### config.mk
export PLATFORM = sky130hd
export DESIGN_NAME = greyscale_ctrl
export DESIGN_NICKNAME = d
export VERILOG_FILES = /design/src/rtl/greyscale_ctrl.sv
export SDC_FILE = /design/constraint.sdc
export NUM_CORES = 1
export LEC_CHECK = 0
export CAP_MARGIN = 20
export CORE_MARGIN = 4
export CORE_UTILIZATION = 40
export CTS_CLUSTER_SIZE = 30
export DETAILED_ROUTE_END_ITERATION = 8
export PLACE_DENSITY_LB_ADDON = 0.12
export SYNTH_ARGS = -nofsm -noshare
export SYNTH_HDL_FRONTEND = slang
export SYNTH_SLANG_ARGS = --single-unit
### constraint.sdc
create_clock -name clk -period 2.8 [get_ports clk]
set_clock_uncertainty 0.15 [all_clocks]
set_input_delay 0.56 -clock clk [delete_from_list [all_inputs] [get_ports clk]]
set_output_delay 0.56 -clock clk [all_outputs]
set_load 0.01 [all_outputs]
### src/rtl/greyscale_ctrl.sv
// greyscale_ctrl: frame-capture sequencer for a 2x2 greyscale datapath.
// It tracks the column and row of accepted sensor pixels, drives the
// line-buffer shift and 2x2 register enables, and emits one output pixel
// per 2x2 block at the block's bottom-right corner.
// Optional build macro GREY_CTRL_LINECHK_EN enables the sticky line-length
// check on in_eol. Without it, in_eol is ignored and err is tied low.
module greyscale_ctrl #(
   parameter int IMG_W = 1280,
   parameter int IMG_H = 960,
   parameter int CW    = 12,
   parameter int RW    = 11
) (
   input  logic          clk,
   input  logic          rst,
   input  logic          start,
   input  logic          abort,
   input  logic          in_valid,
   input  logic          in_eol,
   output logic          tap_shift,
   output logic          pipe_en,
   output logic          out_valid,
   output logic [CW-2:0] out_x,
   output logic [RW-2:0] out_y,
   output logic          busy,
   output logic          frame_done,
   output logic          err
);

   typedef enum logic [1:0] {
      IDLE,
      FILL,
      RUN,
      DONE
   } state_t;

   localparam logic [CW-1:0] COL_LAST = CW'(IMG_W - 1);
   localparam logic [RW-1:0] ROW_LAST = RW'(IMG_H - 1);

   state_t        state_q, state_d;
   logic [CW-1:0] col_q, col_d;
   logic [RW-1:0] row_q, row_d;
   logic          out_valid_q, out_valid_d;
   logic [CW-2:0] out_x_q, out_x_d;
   logic [RW-2:0] out_y_q, out_y_d;

   logic          capturing;
   logic          accept;
   logic          colLast;
   logic          rowLast;
   logic          startTaken;

   // Pixel acceptance and frame-position decode shared by the FSM and the outputs.
   always_comb begin
      capturing  = (state_q == FILL) || (state_q == RUN);
      accept     = in_valid && capturing;
      colLast    = (col_q == COL_LAST);
      rowLast    = (row_q == ROW_LAST);
      startTaken = (state_q == IDLE) && start && !abort;
   end

   // Next-state logic for the frame FSM and the column/row position counters.
   always_comb begin
      state_d = state_q;
      col_d   = col_q;
      row_d   = row_q;
      unique case (state_q)
         IDLE: begin
            if (startTaken) begin
               state_d = FILL;
               col_d   = '0;
               row_d   = '0;
            end
         end
         FILL, RUN: begin
            if (accept) begin
               if (colLast) begin
                  col_d = '0;
                  row_d = row_q + 1'b1;
               end else begin
                  col_d = col_q + 1'b1;
               end
               // The first full line primes the line buffer; output work starts after it.
               if (state_q == FILL && colLast && row_q == '0) begin
                  state_d = RUN;
               end
               // The row counter is cleared rather than allowed to run past the frame.
               if (state_q == RUN && colLast && rowLast) begin
                  state_d = DONE;
                  row_d   = '0;
               end
            end
         end
         DONE: begin
            state_d = IDLE;
         end
         default: begin
            state_d = IDLE;
         end
      endcase
      // Abort overrides everything, including a simultaneous last pixel.
      if (abort) begin
         state_d = IDLE;
         col_d   = '0;
         row_d   = '0;
      end
   end

   // An output pixel is produced at the odd/odd corner of each 2x2 block.
   always_comb begin
      out_valid_d = accept && (state_q == RUN) && col_q[0] && row_q[0] && !abort;
      out_x_d     = out_x_q;
      out_y_d     = out_y_q;
      if (out_valid_d) begin
         out_x_d = col_q[CW-1:1];
         out_y_d = row_q[RW-1:1];
      end
   end

   // State, counters and registered output coordinates.
   always_ff @(posedge clk or posedge rst) begin
      if (rst) begin
         state_q     <= IDLE;
         col_q       <= '0;
         row_q       <= '0;
         out_valid_q <= 1'b0;
         out_x_q     <= '0;
         out_y_q     <= '0;
      end else begin
         state_q     <= state_d;
         col_q       <= col_d;
         row_q       <= row_d;
         out_valid_q <= out_valid_d;
         out_x_q     <= out_x_d;
         out_y_q     <= out_y_d;
      end
   end

`ifdef GREY_CTRL_LINECHK_EN
   logic err_q, err_d;

   // Sticky error when in_eol disagrees with the last-column position of an accepted pixel.
   always_comb begin
      err_d = err_q;
      if (startTaken) begin
         err_d = 1'b0;
      end else if (accept && (in_eol != colLast)) begin
         err_d = 1'b1;
      end
   end

   // Error flag register.
   always_ff @(posedge clk or posedge rst) begin
      if (rst) begin
         err_q <= 1'b0;
      end else begin
         err_q <= err_d;
      end
   end

   assign err = err_q;
`else
   logic unusedEol;

   assign unusedEol = in_eol;
   assign err       = 1'b0;
`endif

   assign tap_shift  = accept;
   assign pipe_en    = in_valid && (state_q == RUN);
   assign busy       = capturing;
   assign frame_done = (state_q == DONE) && !abort;
   assign out_valid  = out_valid_q;
   assign out_x      = out_x_q;
   assign out_y      = out_y_q;

endmodule

==> reports/metrics.cfg <==
[yosys]
async_flop_share_pct = 100.0
netlist_area_sq_um = 2313
syn_inst = 208
ys_ff_latch = 47
synth_warnings = 0
synth_nets = 221
synth-seq-area-share_pct = 50.84
synth-edff-count = 0
synth_cell_types = 38
synth-main-ff-cell = dfrtp_1
avgSynthCellArea_sq_um = 11.12

[clocking]
cts_resized = 0
cts_htree_levels = 2
cts_root_buffer = clkbuf_8
cts_sinks = 47
clk_latency_ps = 300
tritoncts = done
clk_pin_slew_ps = 90
cts_hold_buf = 0
cts_setup_buffers = 0
clk_path_buf_depth = 2
cts_buffers = 5

[floorplan]
die-height_um = 84.05
die-area_sq_um = 7064
rows = 27
fp.dieW_um = 84.05
ioPinCount = 33
start_util_pct = 41.50
core_area_sq_um = 5574

[pwr]
p_int_uw = 1210
p_switching_uw = 626.5
powerDensity_nw_per_um2 = 638.7
clkPwrFrac_pct = 24.2
seqPwrFrac_pct = 41.5
pwr-share-comb_pct = 34.4
peakVddDrop_mv = 0.3197
swShare_pct = 34.11
p_leak_uw = 0.001219

[timing]
slew_violations = 0
hold_viol = 0
setup_violations = 0
fin_crit_sh_pct = 92.78
period_minus_slack_ps = 2598
finalSetupTns_ps = 0
max_freq_mhz = 384.9
relSlewSlack_pct = 50.14
tightestPinTransition_ps = 745.1
fin_ws_ps = 202.2
rsz0062_at_grt = no

[setup_path]
critPathCaptureType = output pin
crit_path_max_fanout = 8
cp.required_ps = 2090
worstSetupPathType = reg -> out
start_kind = flip-flop
arrival_ps = 1890

[layout]
final_layout_size_suffix_gt1_share_pct = 20.00
stdcell_count = 322
nNetsFinal = 262
antenna_cells = 0
syn_to_final_growth_pct = 24.28
fill_cells = 517
design_area_sq_um = 2875

[global_routing]
grt_pass1_wl_um = 8066
grt_use_total_pct = 13.99
grt_pass1_vias = 1662
grt_max_degree = 48
overflow = 0
antenna_found_initial = 0

[route]
drt_pre_antenna_iters = 4
vias = 1602
antenna_left = 0
routed_wl_um = 4467
routed_via_density = 4.975
drt-initial-drc-count = 46
remaining_drc_errors = 0
wl_per_cell_um = 13.87

[run]
maxCapViolCount = 0

[placed_design]
gp_congestion = 0.7767
dpl_cell_area_sq_um = 2775
dp_slack_ps = 209.6
io_buffer_count = 30
hpwl_um = 3204
dpl.cell_count = 314

[status]
status = finished clean

[min_path]
min_path_type = reg -> reg

state kept, by name, indices dropped and copies added, names as in the netlist:
name,cells
col_q,12
out_x,11
row_q,11
out_y,10
state_q,2
out_valid,1
power groups by stage:
stage | registers [uW] | logic [uW] | clock network [uW]
CTS | 762 | 646 | 462
detailed placement | 776 | 643 | 0
global placement | 774 | 643 | 0
floorplan | 761 | 402 | 0
finish | 761 | 631 | 444
global route | 772 | 711 | 491
logic make-up (layout without fill, tap and decap cells):
family	Yosys count	in the layout	share of synthesized area [%]
and+or+nand+nor	82	82	20.82
buffers and inverters	13	55	2.650
xor gates and xnor gates	14	14	5.300
DFF	47	47	50.84
adders and majority gates	7	7	3.786
AOI/OAI and AO/OA	22	22	5.733
other	1	1	0.1621
muxes	22	22	10.71
area by class of cell:
type	count	area (sq um)	share of cell area, %
clock buffers	8	100.1	3.481
inverters	6	22.52	0.7833
multi-input cells	148	1079	37.51
flip-flops and latches	47	1176	40.91
well taps	72	90.09	3.133
repair buffers	41	407.9	14.19
synthesized netlist by cell type, types with 2 or more instances:
| cell type | n | area [sq um] |
|---|---|---|
| a21oi_1 | 3 | 15.01 |
| a31oi_1 | 2 | 12.51 |
| nor4b_1 | 2 | 17.52 |
| and4_1 | 3 | 26.28 |
| nor2_1 | 20 | 75.07 |
| buf_4 | 2 | 15.01 |
| o21ai_0 | 11 | 55.05 |
| nand4_1 | 4 | 25.02 |
| ha_1 | 7 | 87.58 |
| and2_1 | 2 | 12.51 |
| nor3_1 | 9 | 45.04 |
| buf_2 | 4 | 20.02 |
| nand2_1 | 11 | 41.29 |
| mux2_2 | 22 | 247.7 |
| nor4_1 | 2 | 12.51 |
| nand2b_1 | 4 | 25.02 |
| xnor2_1 | 14 | 122.6 |
| dfrtp_1 | 47 | 1176 |
| nor3b_1 | 2 | 15.01 |
| nor2b_1 | 2 | 12.51 |
| nand3_1 | 10 | 50.05 |
| nor4b_2 | 4 | 60.06 |
| inv_1 | 6 | 22.52 |
critical path, cell delays in order (launching register included):
cell	delay [ps]
dfrtp_1	410
inv_1	90
ha_1	410
and2_1	160
clkdlybuf4s50_1	530
layout by cell type (no fill, tap or decap), types with 2 or more instances in the layout:
master / Yosys / final
a21oi_1: 3 / 3
a31oi_1: 2 / 2
and2_1: 2 / 2
and4_1: 3 / 3
buf_12: 0 / 2
buf_4: 2 / 9
clkbuf_8: 0 / 7
clkdlybuf4s50_1: 0 / 30
dfrtp_1: 47 / 47
ha_1: 7 / 7
inv_1: 6 / 5
mux2_2: 22 / 22
nand2_1: 11 / 11
nand2b_1: 4 / 4
nand3_1: 10 / 10
nand4_1: 4 / 4
nor2_1: 20 / 19
nor2b_1: 2 / 2
nor3_1: 9 / 9
nor3b_1: 2 / 2
nor4_1: 2 / 2
nor4b_1: 2 / 2
nor4b_2: 4 / 4
o21ai_0: 11 / 11
xnor2_1: 14 / 14
per-layer routing:
layer | wire length, um | track usage, %
met1 | 2194 | 18.90
met2 | 2097 | 22.31
met3 | 121 | 3.060
met4 | 53 | 4.386
met5 | 0 | 0
worst paths after layout:
| kind | startpoint | end | slack (ps) | depth (start not counted) |
|---|---|---|---|---|
| setup reg to reg | state_q[0] | row_q[7] | 360 | 8 |
| max in group asynchronous | rst | col_q[4] | 1830 | 3 |
| setup / recovery | state_q[0] | tap_shift | 200 | 4 |
| hold reg to reg | out_y[1] | out_y[1] | 360 | 1 |
| hold / removal | out_y[1] | out_y[1] | 360 | 1 |
| min in group asynchronous | rst | row_q[0] | 460 | 3 |
per-stage QoR:
stage / hold slack (ps) / util, % / power (uW)
after global routing: 376.9 / 51.58 / 1974
after detailed placement: 346.8 / 49.79 / 1419
after CTS: 366.7 / 51.58 / 1869
after global placement: 338.6 / 49.79 / 1417
final: 358.5 / 51.58 / 1836
after floorplan: 353.1 / - / 1163
No activity file was read; power rests on OpenSTA's default activity.
